<file path="config.mk">
export PLATFORM = sky130hd
export DESIGN_NAME = fetch_unit
export DESIGN_NICKNAME = d
export VERILOG_FILES = /design/src/rtl/fetch_pkg.sv /design/src/rtl/fetch_fifo.sv /design/src/rtl/fetch_unit.sv
export SDC_FILE = /design/constraint.sdc
export NUM_CORES = 1
export LEC_CHECK = 0
export ABC_CLOCK_PERIOD_IN_PS = 2400
export CAP_MARGIN = 40
export CORE_ASPECT_RATIO = 1.5
export CORE_MARGIN = 4
export CORE_UTILIZATION = 40
export CTS_BUF_LIST = sky130_fd_sc_hd__clkbuf_8 sky130_fd_sc_hd__clkbuf_16
export CTS_CLUSTER_DIAMETER = 80
export DETAILED_ROUTE_END_ITERATION = 8
export MAX_ROUTING_LAYER = met4
export PLACE_DENSITY_LB_ADDON = 0.05
export SKIP_CTS_REPAIR_TIMING = 1
export SYNTH_ARGS = -nofsm -noshare
export SYNTH_HDL_FRONTEND = slang
export SYNTH_HIERARCHICAL = 1
export SYNTH_SLANG_ARGS = --single-unit
</file>
<file path="constraint.sdc">
create_clock -name clk -period 2.4 [get_ports clk]
set_input_delay 0.6 -clock clk [delete_from_list [all_inputs] [get_ports clk]]
set_output_delay 0.6 -clock clk [all_outputs]
set_load 0.02 [all_outputs]
</file>
<file path="src/rtl/fetch_pkg.sv">
// -----------------------------------------------------------------------------
// fetch_pkg
// Shared types and constants for the instruction fetch unit.
//   fetch_state_e    : fetch FSM states (FETCH / WAIT / DROP)
//   fetch_entry_t    : one decode-side FIFO entry {pc, instr}
//   DEFAULT_RESET_PC : default first fetch address after reset
//   FIFO_DEPTH       : number of entries in the fetch FIFO
//   next_pc()        : sequential PC increment (wraps modulo 2^32)
// Optional feature (see fetch_unit): FETCH_PERF_CNT_EN.
// -----------------------------------------------------------------------------
package fetch_pkg;

  localparam logic [31:0] DEFAULT_RESET_PC = 32'h0000_0000;
  localparam int          FIFO_DEPTH       = 2;
  localparam int          FIFO_CNT_W       = $clog2(FIFO_DEPTH + 1);

  typedef enum logic [1:0] {
    ST_FETCH = 2'd0,  // may issue a request this cycle
    ST_WAIT  = 2'd1,  // request outstanding, data will be kept
    ST_DROP  = 2'd2   // request outstanding, data will be discarded
  } fetch_state_e;

  typedef struct packed {
    logic [31:0] pc;
    logic [31:0] instr;
  } fetch_entry_t;

  function automatic logic [31:0] next_pc(input logic [31:0] pc);
    return pc + 32'd4;
  endfunction

endpackage

</file>
<file path="src/rtl/fetch_fifo.sv">
// -----------------------------------------------------------------------------
// fetch_fifo
// Small synchronous FIFO of fetched {pc, instr} entries between the fetch FSM
// and decode.
// Ports:
//   clk, rst_n  : clock, asynchronous active-low reset
//   push        : write push_data (accepted when not full, or full with pop)
//   push_data   : entry to write
//   pop         : remove head entry (ignored when empty)
//   flush       : discard every entry; wins over push and pop
//   full, empty : occupancy flags
//   head        : oldest entry (all zeros after reset)
// -----------------------------------------------------------------------------
module fetch_fifo
  import fetch_pkg::*;
(
  input  logic         clk,
  input  logic         rst_n,
  input  logic         push,
  input  fetch_entry_t push_data,
  input  logic         pop,
  input  logic         flush,
  output logic         full,
  output logic         empty,
  output fetch_entry_t head
);

  localparam int PTR_W = (FIFO_DEPTH > 1) ? $clog2(FIFO_DEPTH) : 1;

  fetch_entry_t            mem [FIFO_DEPTH];
  logic [PTR_W-1:0]        rd_ptr;
  logic [PTR_W-1:0]        wr_ptr;
  logic [FIFO_CNT_W-1:0]   count;
  logic                    do_push;
  logic                    do_pop;

  function automatic logic [PTR_W-1:0] ptr_inc(input logic [PTR_W-1:0] p);
    return (p == PTR_W'(FIFO_DEPTH - 1)) ? '0 : p + PTR_W'(1);
  endfunction

  assign full    = (count == FIFO_CNT_W'(FIFO_DEPTH));
  assign empty   = (count == '0);
  assign do_pop  = pop & ~empty;
  // A push into a full FIFO is legal only when the head leaves the same cycle.
  assign do_push = push & (~full | do_pop);
  assign head    = mem[rd_ptr];

  always_ff @(posedge clk or negedge rst_n) begin
    if (!rst_n) begin
      rd_ptr <= '0;
      wr_ptr <= '0;
      count  <= '0;
      for (int i = 0; i < FIFO_DEPTH; i++) begin
        mem[i] <= '0;
      end
    end else if (flush) begin
      rd_ptr <= '0;
      wr_ptr <= '0;
      count  <= '0;
    end else begin
      if (do_push) begin
        mem[wr_ptr] <= push_data;
        wr_ptr      <= ptr_inc(wr_ptr);
      end
      if (do_pop) begin
        rd_ptr <= ptr_inc(rd_ptr);
      end
      if (do_push && !do_pop) begin
        count <= count + FIFO_CNT_W'(1);
      end else if (!do_push && do_pop) begin
        count <= count - FIFO_CNT_W'(1);
      end
    end
  end

endmodule

</file>
<file path="src/rtl/fetch_unit.sv">
// -----------------------------------------------------------------------------
// fetch_unit
// Instruction fetch: PC register, single-outstanding instruction-memory
// request FSM (FETCH / WAIT / DROP) and a 2-entry {pc, instr} FIFO to decode.
//
// Handshakes:
//   imem: imem_req is held with a stable imem_addr from issue until the cycle
//         imem_ack=1; imem_rdata is valid in that ack cycle. At most one
//         request is outstanding.
//   decode: the head entry transfers on a rising edge where
//         if_valid & id_ready; if_pc/if_instr are meaningful while if_valid=1.
//   Branch=1 redirects fetch to BrPC on that edge, flushes the FIFO and wins
//   over any push or pop in the same cycle.
//
// Ports:
//   clk, rst_n            : clock, asynchronous active-low reset
//   Branch, BrPC          : redirect request and target
//   imem_req, imem_addr   : instruction-memory request and address
//   imem_ack, imem_rdata  : completion and read data
//   if_valid, if_pc,
//   if_instr, id_ready    : decode-side entry and acceptance
//   fsm_state             : current FSM state (fetch_state_e encoding)
//   redirect_cnt          : cycles with Branch=1 (only with FETCH_PERF_CNT_EN)
//
// Build option: define FETCH_PERF_CNT_EN to add the redirect_cnt counter.
// -----------------------------------------------------------------------------
module fetch_unit
  import fetch_pkg::*;
#(
  parameter logic [31:0] RESET_PC = DEFAULT_RESET_PC
) (
  input  logic        clk,
  input  logic        rst_n,
  input  logic        Branch,
  input  logic [31:0] BrPC,
  output logic        imem_req,
  output logic [31:0] imem_addr,
  input  logic        imem_ack,
  input  logic [31:0] imem_rdata,
  output logic        if_valid,
  output logic [31:0] if_pc,
  output logic [31:0] if_instr,
  input  logic        id_ready,
  output logic [1:0]  fsm_state
`ifdef FETCH_PERF_CNT_EN
  ,
  output logic [31:0] redirect_cnt
`endif
);

  fetch_state_e state;
  fetch_state_e state_nx;
  logic [31:0]  pc;
  logic [31:0]  pc_nx;
  logic [31:0]  addr_q;     // address of the outstanding request
  logic [31:0]  addr_nx;
  logic [31:0]  addr_out;
  logic         req_raw;
  logic         push;
  logic         pop;
  logic         fifo_full;
  logic         fifo_empty;
  fetch_entry_t push_data;
  fetch_entry_t head;

  // ---------------------------------------------------------------------------
  // Next-state logic
  // ---------------------------------------------------------------------------
  always_comb begin
    state_nx = state;
    pc_nx    = pc;
    addr_nx  = addr_q;
    addr_out = addr_q;
    req_raw  = 1'b0;
    push     = 1'b0;
    case (state)
      ST_FETCH: begin
        if (Branch) begin
          pc_nx = BrPC;
        end else if (!fifo_full) begin
          // Issue only with a free slot, so the response always fits.
          req_raw  = 1'b1;
          addr_out = pc;
          addr_nx  = pc;
          state_nx = ST_WAIT;
        end
      end
      ST_WAIT: begin
        req_raw = 1'b1;
        if (Branch) begin
          pc_nx    = BrPC;
          state_nx = imem_ack ? ST_FETCH : ST_DROP;
        end else if (imem_ack) begin
          push     = 1'b1;
          pc_nx    = next_pc(pc);
          state_nx = ST_FETCH;
        end
      end
      ST_DROP: begin
        // The returning data belongs to a redirected-away path; only the
        // newest redirect target matters.
        req_raw = 1'b1;
        if (Branch) begin
          pc_nx = BrPC;
        end
        if (imem_ack) begin
          state_nx = ST_FETCH;
        end
      end
      default: begin
        state_nx = ST_FETCH;
      end
    endcase
  end

  always_ff @(posedge clk or negedge rst_n) begin
    if (!rst_n) begin
      state  <= ST_FETCH;
      pc     <= RESET_PC;
      addr_q <= '0;
    end else begin
      state  <= state_nx;
      pc     <= pc_nx;
      addr_q <= addr_nx;
    end
  end

  // Reset gates the request combinationally so it drops the moment rst_n falls
  // and the first request appears as soon as rst_n rises.
  assign imem_req  = rst_n & req_raw;
  assign imem_addr = imem_req ? addr_out : '0;
  assign fsm_state = state;

  // ---------------------------------------------------------------------------
  // Decode-side FIFO
  // ---------------------------------------------------------------------------
  assign push_data.pc    = addr_q;
  assign push_data.instr = imem_rdata;
  assign pop             = if_valid & id_ready & ~Branch;

  fetch_fifo u_fifo (
    .clk       (clk),
    .rst_n     (rst_n),
    .push      (push),
    .push_data (push_data),
    .pop       (pop),
    .flush     (Branch),
    .full      (fifo_full),
    .empty     (fifo_empty),
    .head      (head)
  );

  assign if_valid = ~fifo_empty;
  assign if_pc    = head.pc;
  assign if_instr = head.instr;

`ifdef FETCH_PERF_CNT_EN
  always_ff @(posedge clk or negedge rst_n) begin
    if (!rst_n) begin
      redirect_cnt <= '0;
    end else if (Branch) begin
      redirect_cnt <= redirect_cnt + 32'd1;
    end
  end
`endif

endmodule

</file>
==> results of run 1 <==
==> critical path: cells and delay by family (launching register included) <==
family	cells	cell delay (ps)
compound gates	1	290
fa+ha+maj	1	150
buf+inv	6	820
flops	1	370
simple gates	2	220
==> registers in the layout (all words and copies together), names as in the netlist <==
signal / cells
addr_q: 32
fsm_state: 2
pc: 32
u_fifo/count: 2
u_fifo/mem: 128
u_fifo/rd_ptr: 1
u_fifo/wr_ptr: 1
==> Yosys cell counts (all sizes together) (4+ instances only) <==
master,instances,area share [%]
a2bb2oi,10,0.91
a21oi,30,1.6
nor4,4,0.48
buf,22,1.6
nor2b,36,2.3
and2,4,0.29
inv,10,0.39
nand2b,5,0.33
nor3,16,0.94
mux2,226,28
nand3,23,1.4
o22ai,15,0.98
ha,6,0.78
and3,7,0.46
nand4,7,0.52
nor2,23,0.90
nand2,24,0.94
nor3b,4,0.42
o21ai,15,0.78
dfrtp,198,52
a211oi,6,0.47
clkbuf,21,0.83
==> metrics by stage <==
stage          total power, mW  setup WS, ps  area, um2  hold WS (ps)
2_1_floorplan            10.27        -38.08       9728         304.4
3_3_place_gp             13.51        -887.4      12070         483.0
3_5_place_dp             13.68        -935.5      12070         489.4
4_1_cts                  16.46        -942.4      12620         342.2
5_1_grt                  17.77        -592.6      13210         379.3
6_report                 16.82        -491.2      13210         332.1
==> cells by family (layout without fill, tap and decap cells) <==
group / after synthesis / after routing / synth area share, %
AOI/OAI and AO/OA: 98 / 98 / 6.569
adders and majority gates: 6 / 6 / 0.7820
xor gates and xnor gates: 1 / 1 / 0.09126
and+or+nand+nor: 158 / 158 / 9.424
DFF: 198 / 198 / 51.62
buffers and inverters: 53 / 286 / 2.776
muxes: 229 / 229 / 28.74
==> where the power goes <==
group          internal [mW]  switching (mW)
logic                   4.49            3.92
registers               4.67            1.04
clock network           1.45            1.26
total                   10.6            6.22
==> worst paths after layout <==
| kind | startpoint | endpoint | slack [ps] | cells after the start |
|---|---|---|---|---|
| setup / recovery | fsm_state[0]$_DFFE_PN0P_ | imem_addr[2] | -490 | 10 |
| hold / removal | rst_n | u_fifo/mem[28]$_DFFE_PN0P_ | 330 | 2 |
| setup reg to reg | fsm_state[1]$_DFFE_PN0P_ | u_fifo/mem[75]$_DFFE_PN0P_ | 200 | 7 |
| hold reg to reg | u_fifo/mem[56]$_DFFE_PN0P_ | u_fifo/mem[56]$_DFFE_PN0P_ | 500 | 1 |
| max in group asynchronous | rst_n | fsm_state[0]$_DFFE_PN0P_ | 770 | 3 |
| min in group clk | u_fifo/mem[56]$_DFFE_PN0P_ | u_fifo/mem[56]$_DFFE_PN0P_ | 500 | 1 |
==> final cells by class <==
cell class                 count  area share (%)
clock buffer                  18           3.326
multi-input combinational    492           34.95
sequential                   198           37.56
tap                          319           3.023
clock inverter                13          0.8338
inverter                      10          0.3032
timing repair buffer         245           20.00
==> layer usage <==
metal / global-route usage [%] / routed length, um
met4: 5.509 / 444
met3: 3.584 / 1086
met1: 24.72 / 11390
met2: 33.07 / 13830
met5: - / 0
==> cells in the final DEF (no fill, tap or decap), types with 5 or more instances in the layout <==
cell / instances
dfrtp_1: 194
mux2_2: 163
clkdlybuf4s50_1: 68
mux2_4: 63
buf_4: 54
dlymetal6s2s_1: 47
buf_6: 32
a21oi_1: 30
nand2_1: 24
nor2_1: 22
clkbuf_16: 22
nand3_1: 21
buf_12: 17
nor2b_4: 15
o22ai_1: 15
nor2b_1: 14
nor3_1: 14
o21ai_0: 14
buf_2: 13
a2bb2oi_1: 10
inv_1: 9
nor2b_2: 7
and3_1: 6
nand4_1: 6
a211oi_1: 6
nand2b_1: 5
ha_1: 5
clkbuf_2: 5
==> flow_metrics.env, run 1 <==
export IMPL_status="complete, but fails checks"
export IMPL_violations="setup timing"
export IMPL_finalMaxSlewViolations=0
export IMPL_async_flop_share_pct=100.0
export IMPL_worstSetupEndpointType="primary output"
export IMPL_cp_cell_sequence="inv_2 > ha_4 > nor3b_4 > buf_6 > buf_12 > o21ai_4 > buf_6 > buf_12 > nor2b_1 > buf_4"
export IMPL_postLayoutSetupSlackWorst_ps=-491.2
export IMPL_power_leakage_nw=6.350
export IMPL_grt_overflow=0
export IMPL_dp_cells=1236
export IMPL_syn_nets=818
export IMPL_cts_root_buffer="clkbuf_16"
export IMPL_place_hpwl_um=17540
export IMPL_first_pass_iters=6
export IMPL_tightest_slew_ps=817.3
export IMPL_cts_made_buffers=17
export IMPL_via_count=6854
export IMPL_synth_cells=743
export IMPL_fin_crit_sh_pct=120.5
export IMPL_diodes=0
export IMPL_die_w_um=134.5
export IMPL_rows=69
export IMPL_finalSetupViolCount=47
export IMPL_yosysWarnings=6
export IMPL_grt_usage_pct=19.76
export IMPL_slowest_stage="dfrtp_2"
export IMPL_multiInputGateArea_um2=4616
export IMPL_max_freq_mhz=345.9
export IMPL_start_util_pct=40.58
export IMPL_worstPathMaxFanout=16
export IMPL_worst_clock_skew_ps=10.90
export IMPL_required_ps=1800
export IMPL_numClockSinks=198
export IMPL_path_clk_slew_ps=70
export IMPL_io_pins=169
export IMPL_drt_antenna_violating_nets=0
export IMPL_grt_pass1_vias=7232
export IMPL_synth_edf_count=0
export IMPL_gp_congestion=0.8873
export IMPL_fp_dieH_um=197.7
export IMPL_clockBufferDepth=2
export IMPL_rsz0062_at_grt="true"
export IMPL_core_um2=23660
export IMPL_drtIter0Drc=298
export IMPL_grt_max_degree=147
export IMPL_syn_to_final_growth_pct=37.57
export IMPL_synth_area_um2=9599
export IMPL_grt_pass1_wl_um=40050
export IMPL_cap_violations=0
export IMPL_postLayoutCoreUtil_pct=55.82
export IMPL_hold_viol=0
export IMPL_regArea_um2=4960
export IMPL_synth_flop_cell="dfrtp_1"
export IMPL_placement_io_buffers=168
export IMPL_drt_vias_per_instance=5.293
export IMPL_fill_cells=2025
export IMPL_vdd_ir_drop_max_uv=646.0
export IMPL_drive_gt1_share_pct=44.36
export IMPL_start_kind="flop"
export IMPL_nets=1039
export IMPL_seq_area_frac_synth_pct=51.62
export IMPL_drc=0
export IMPL_cp_arrival_ps=2290
export IMPL_antenna_found_initial=0
export IMPL_relSlewSlack_pct=45.51
export IMPL_hold_class="input port to asynchronous set/reset pin"
export IMPL_wirelength_um=26750
export IMPL_wire_per_inst_um=20.65
export IMPL_die_area_um2=26590
export IMPL_power_density_nw_per_um2=1274
export IMPL_cts_tree="built"
export IMPL_cpPeakStageDelay_ps=370
export IMPL_crit_type="flop to primary output"
export IMPL_instances_no_fill=1295
export IMPL_avgSynthCellArea_um2=12.92
export IMPL_h_tree_depth=4
export IMPL_min_period_ps=2891
export IMPL_setup_tns_ps=-15520
export IMPL_ys_ff_latch=198
export IMPL_yosysUniqueCellTypes=54
export IMPL_clk_insertion_delay_late_ps=430
No activity file was read; power rests on OpenSTA's default activity.
==> inputs of run 2 (changes only) <==
--- a/config.mk
+++ b/config.mk
@@ -5,7 +5,7 @@
 export SDC_FILE = /design/constraint.sdc
 export NUM_CORES = 1
 export LEC_CHECK = 0
-export ABC_CLOCK_PERIOD_IN_PS = 2400
+export ABC_CLOCK_PERIOD_IN_PS = 2900
 export CAP_MARGIN = 40
 export CORE_ASPECT_RATIO = 1.5
 export CORE_MARGIN = 4
==> constraint.sdc (replaced) <==
create_clock -name clk -period 2.9 [get_ports clk]
set_input_delay 0.725 -clock clk [delete_from_list [all_inputs] [get_ports clk]]
set_output_delay 0.725 -clock clk [all_outputs]
set_load 0.02 [all_outputs]
==> flow_metrics.env, run 2 (synthesized netlist as in run 1, its figures left out) <==
export IMPL_drc=0
export IMPL_cp_cell_sequence="inv_2 > ha_4 > nor3b_4 > buf_6 > clkbuf_16 > clkbuf_16 > mux2_4 > nor2b_4 > buf_6"
export IMPL_min_period_ps=3042
export IMPL_gp_congestion=0.8678
export IMPL_diodes=0
export IMPL_die_area_um2=26590
export IMPL_status="complete, but fails checks"
export IMPL_clockBufferDepth=2
export IMPL_grt_usage_pct=19.14
export IMPL_fp_dieH_um=197.7
export IMPL_multiInputGateArea_um2=4594
export IMPL_h_tree_depth=4
export IMPL_relSlewSlack_pct=47.25
export IMPL_setup_tns_ps=-1660
export IMPL_numClockSinks=198
export IMPL_start_kind="flop"
export IMPL_postLayoutSetupSlackWorst_ps=-141.8
export IMPL_cts_tree="built"
export IMPL_drt_antenna_violating_nets=0
export IMPL_crit_type="flop to primary output"
export IMPL_antenna_found_initial=0
export IMPL_power_density_nw_per_um2=1087
export IMPL_path_clk_slew_ps=70
export IMPL_fill_cells=2043
export IMPL_hold_viol=0
export IMPL_largest_reg_flops=128
export IMPL_rows=69
export IMPL_io_pins=169
export IMPL_postLayoutCoreUtil_pct=53.73
export IMPL_via_count=6717
export IMPL_clk_insertion_delay_late_ps=440
export IMPL_fin_crit_sh_pct=104.9
export IMPL_drtIter0Drc=315
export IMPL_worstSetupEndpointType="primary output"
export IMPL_reg_top3="u_fifo/mem: 128 flops, addr_q: 32 flops, pc: 32 flops"
export IMPL_hold_class="input port to asynchronous set/reset pin"
export IMPL_finalMaxSlewViolations=0
export IMPL_largest_register="u_fifo/mem"
export IMPL_grt_max_degree=137
export IMPL_start_util_pct=40.58
export IMPL_wire_per_inst_um=19.66
export IMPL_final_cell_mix="dfrtp_1 (197), mux2_2 (157), clkdlybuf4s50_1 (133), mux2_4 (69), a21oi_1 (30)"
export IMPL_drt_vias_per_instance=5.318
export IMPL_core_um2=23660
export IMPL_placement_io_buffers=168
export IMPL_cp_arrival_ps=2320
export IMPL_cap_violations=0
export IMPL_regArea_um2=4956
export IMPL_grt_pass1_vias=7147
export IMPL_grt_pass1_wl_um=38980
export IMPL_die_w_um=134.5
export IMPL_layout_commonest_cell="dfrtp_1"
export IMPL_worstPathMaxFanout=7
export IMPL_slowest_stage="dfrtp_1"
export IMPL_grt_overflow=0
export IMPL_vdd_ir_drop_max_uv=464.0
export IMPL_wirelength_um=24830
export IMPL_required_ps=2170
export IMPL_syn_to_final_growth_pct=32.42
export IMPL_drive_gt1_share_pct=39.41
export IMPL_cpPeakStageDelay_ps=390
export IMPL_worst_clock_skew_ps=10.24
export IMPL_nets=1006
export IMPL_max_freq_mhz=328.8
export IMPL_crit_family="buffers and inverters"
export IMPL_first_pass_iters=4
export IMPL_cts_root_buffer="clkbuf_16"
export IMPL_violations="setup timing"
export IMPL_rsz0062_at_grt="true"
export IMPL_place_ws_ps=-656.0
export IMPL_place_hpwl_um=17150
export IMPL_power_leakage_nw=5.686
export IMPL_cts_made_buffers=17
export IMPL_cp_buffers_inverters=5
export IMPL_finalSetupViolCount=16
export IMPL_tightest_slew_ps=791.3
-- run 2: cell types whose count changed in the layout (fill, tap and decap cells not counted), sizes merged --
cell / delta
dlymetal6s2s: -46
buf: -51
inv: +6
clkinv: -2
clkbuf: -2
clkdlybuf4s50: +65
clkinvlp: -2
-- run 2: through the flow --
step	instances	area (um2)	hold slack (ps)	total power, mW
after floorplan	743	9599	429.4	8.392
after global placement	1221	11860	482.9	10.94
after detailed placement	1221	11860	490.1	11.09
after CTS	1253	12440	498.1	13.53
after global routing	1263	12710	514.3	14.64
final	1263	12710	451.8	13.82
-- run 2: cell type report --
class	instances	share of cell area (%)
Clock buffer	17	3.347
Clock inverter	15	1.240
Inverter	10	0.2953
Multi-Input combinational cell	492	36.15
Sequential cell	198	38.99
Tap cell	319	3.140
Timing Repair Buffer	212	16.84
-- run 2: path summary, 6_finish.rpt --
| kind | start | endpoint | slack [ps] | depth (start not counted) |
|---|---|---|---|---|
| max | fsm_state[1]$_DFFE_PN0P_ | imem_addr[16] | -140 | 9 |
| min | rst_n | u_fifo/mem[83]$_DFFE_PN0P_ | 450 | 2 |
| min reg2reg | u_fifo/mem[86]$_DFFE_PN0P_ | u_fifo/mem[86]$_DFFE_PN0P_ | 500 | 1 |
| max in group asynchronous | rst_n | addr_q[23]$_DFF_PN0_ | 1100 | 3 |
| max reg2reg | u_fifo/count[0]$_DFFE_PN0P_ | u_fifo/mem[67]$_DFFE_PN0P_ | 590 | 8 |
| min in group clk | u_fifo/mem[86]$_DFFE_PN0P_ | u_fifo/mem[86]$_DFFE_PN0P_ | 500 | 1 |
-- run 2: report_power, final --
group	switching [mW]	leakage [nW]	internal, mW	total, mW
Sequential	0.915	2.42	3.86	4.77
Combinational	3.08	2.98	3.62	6.69
Clock	1.13	0.287	1.23	2.36
Total	5.12	5.69	8.70	13.8
-- run 2: per-layer routing --
layer | part of all wire, % | GRT usage, % | routed length (um)
met4 | 1.1 | 5.509 | 282
met2 | 51 | 31.91 | 12770
met1 | 43 | 24.10 | 10740
met3 | 4.2 | 3.279 | 1044
met5 | 0 | - | 0
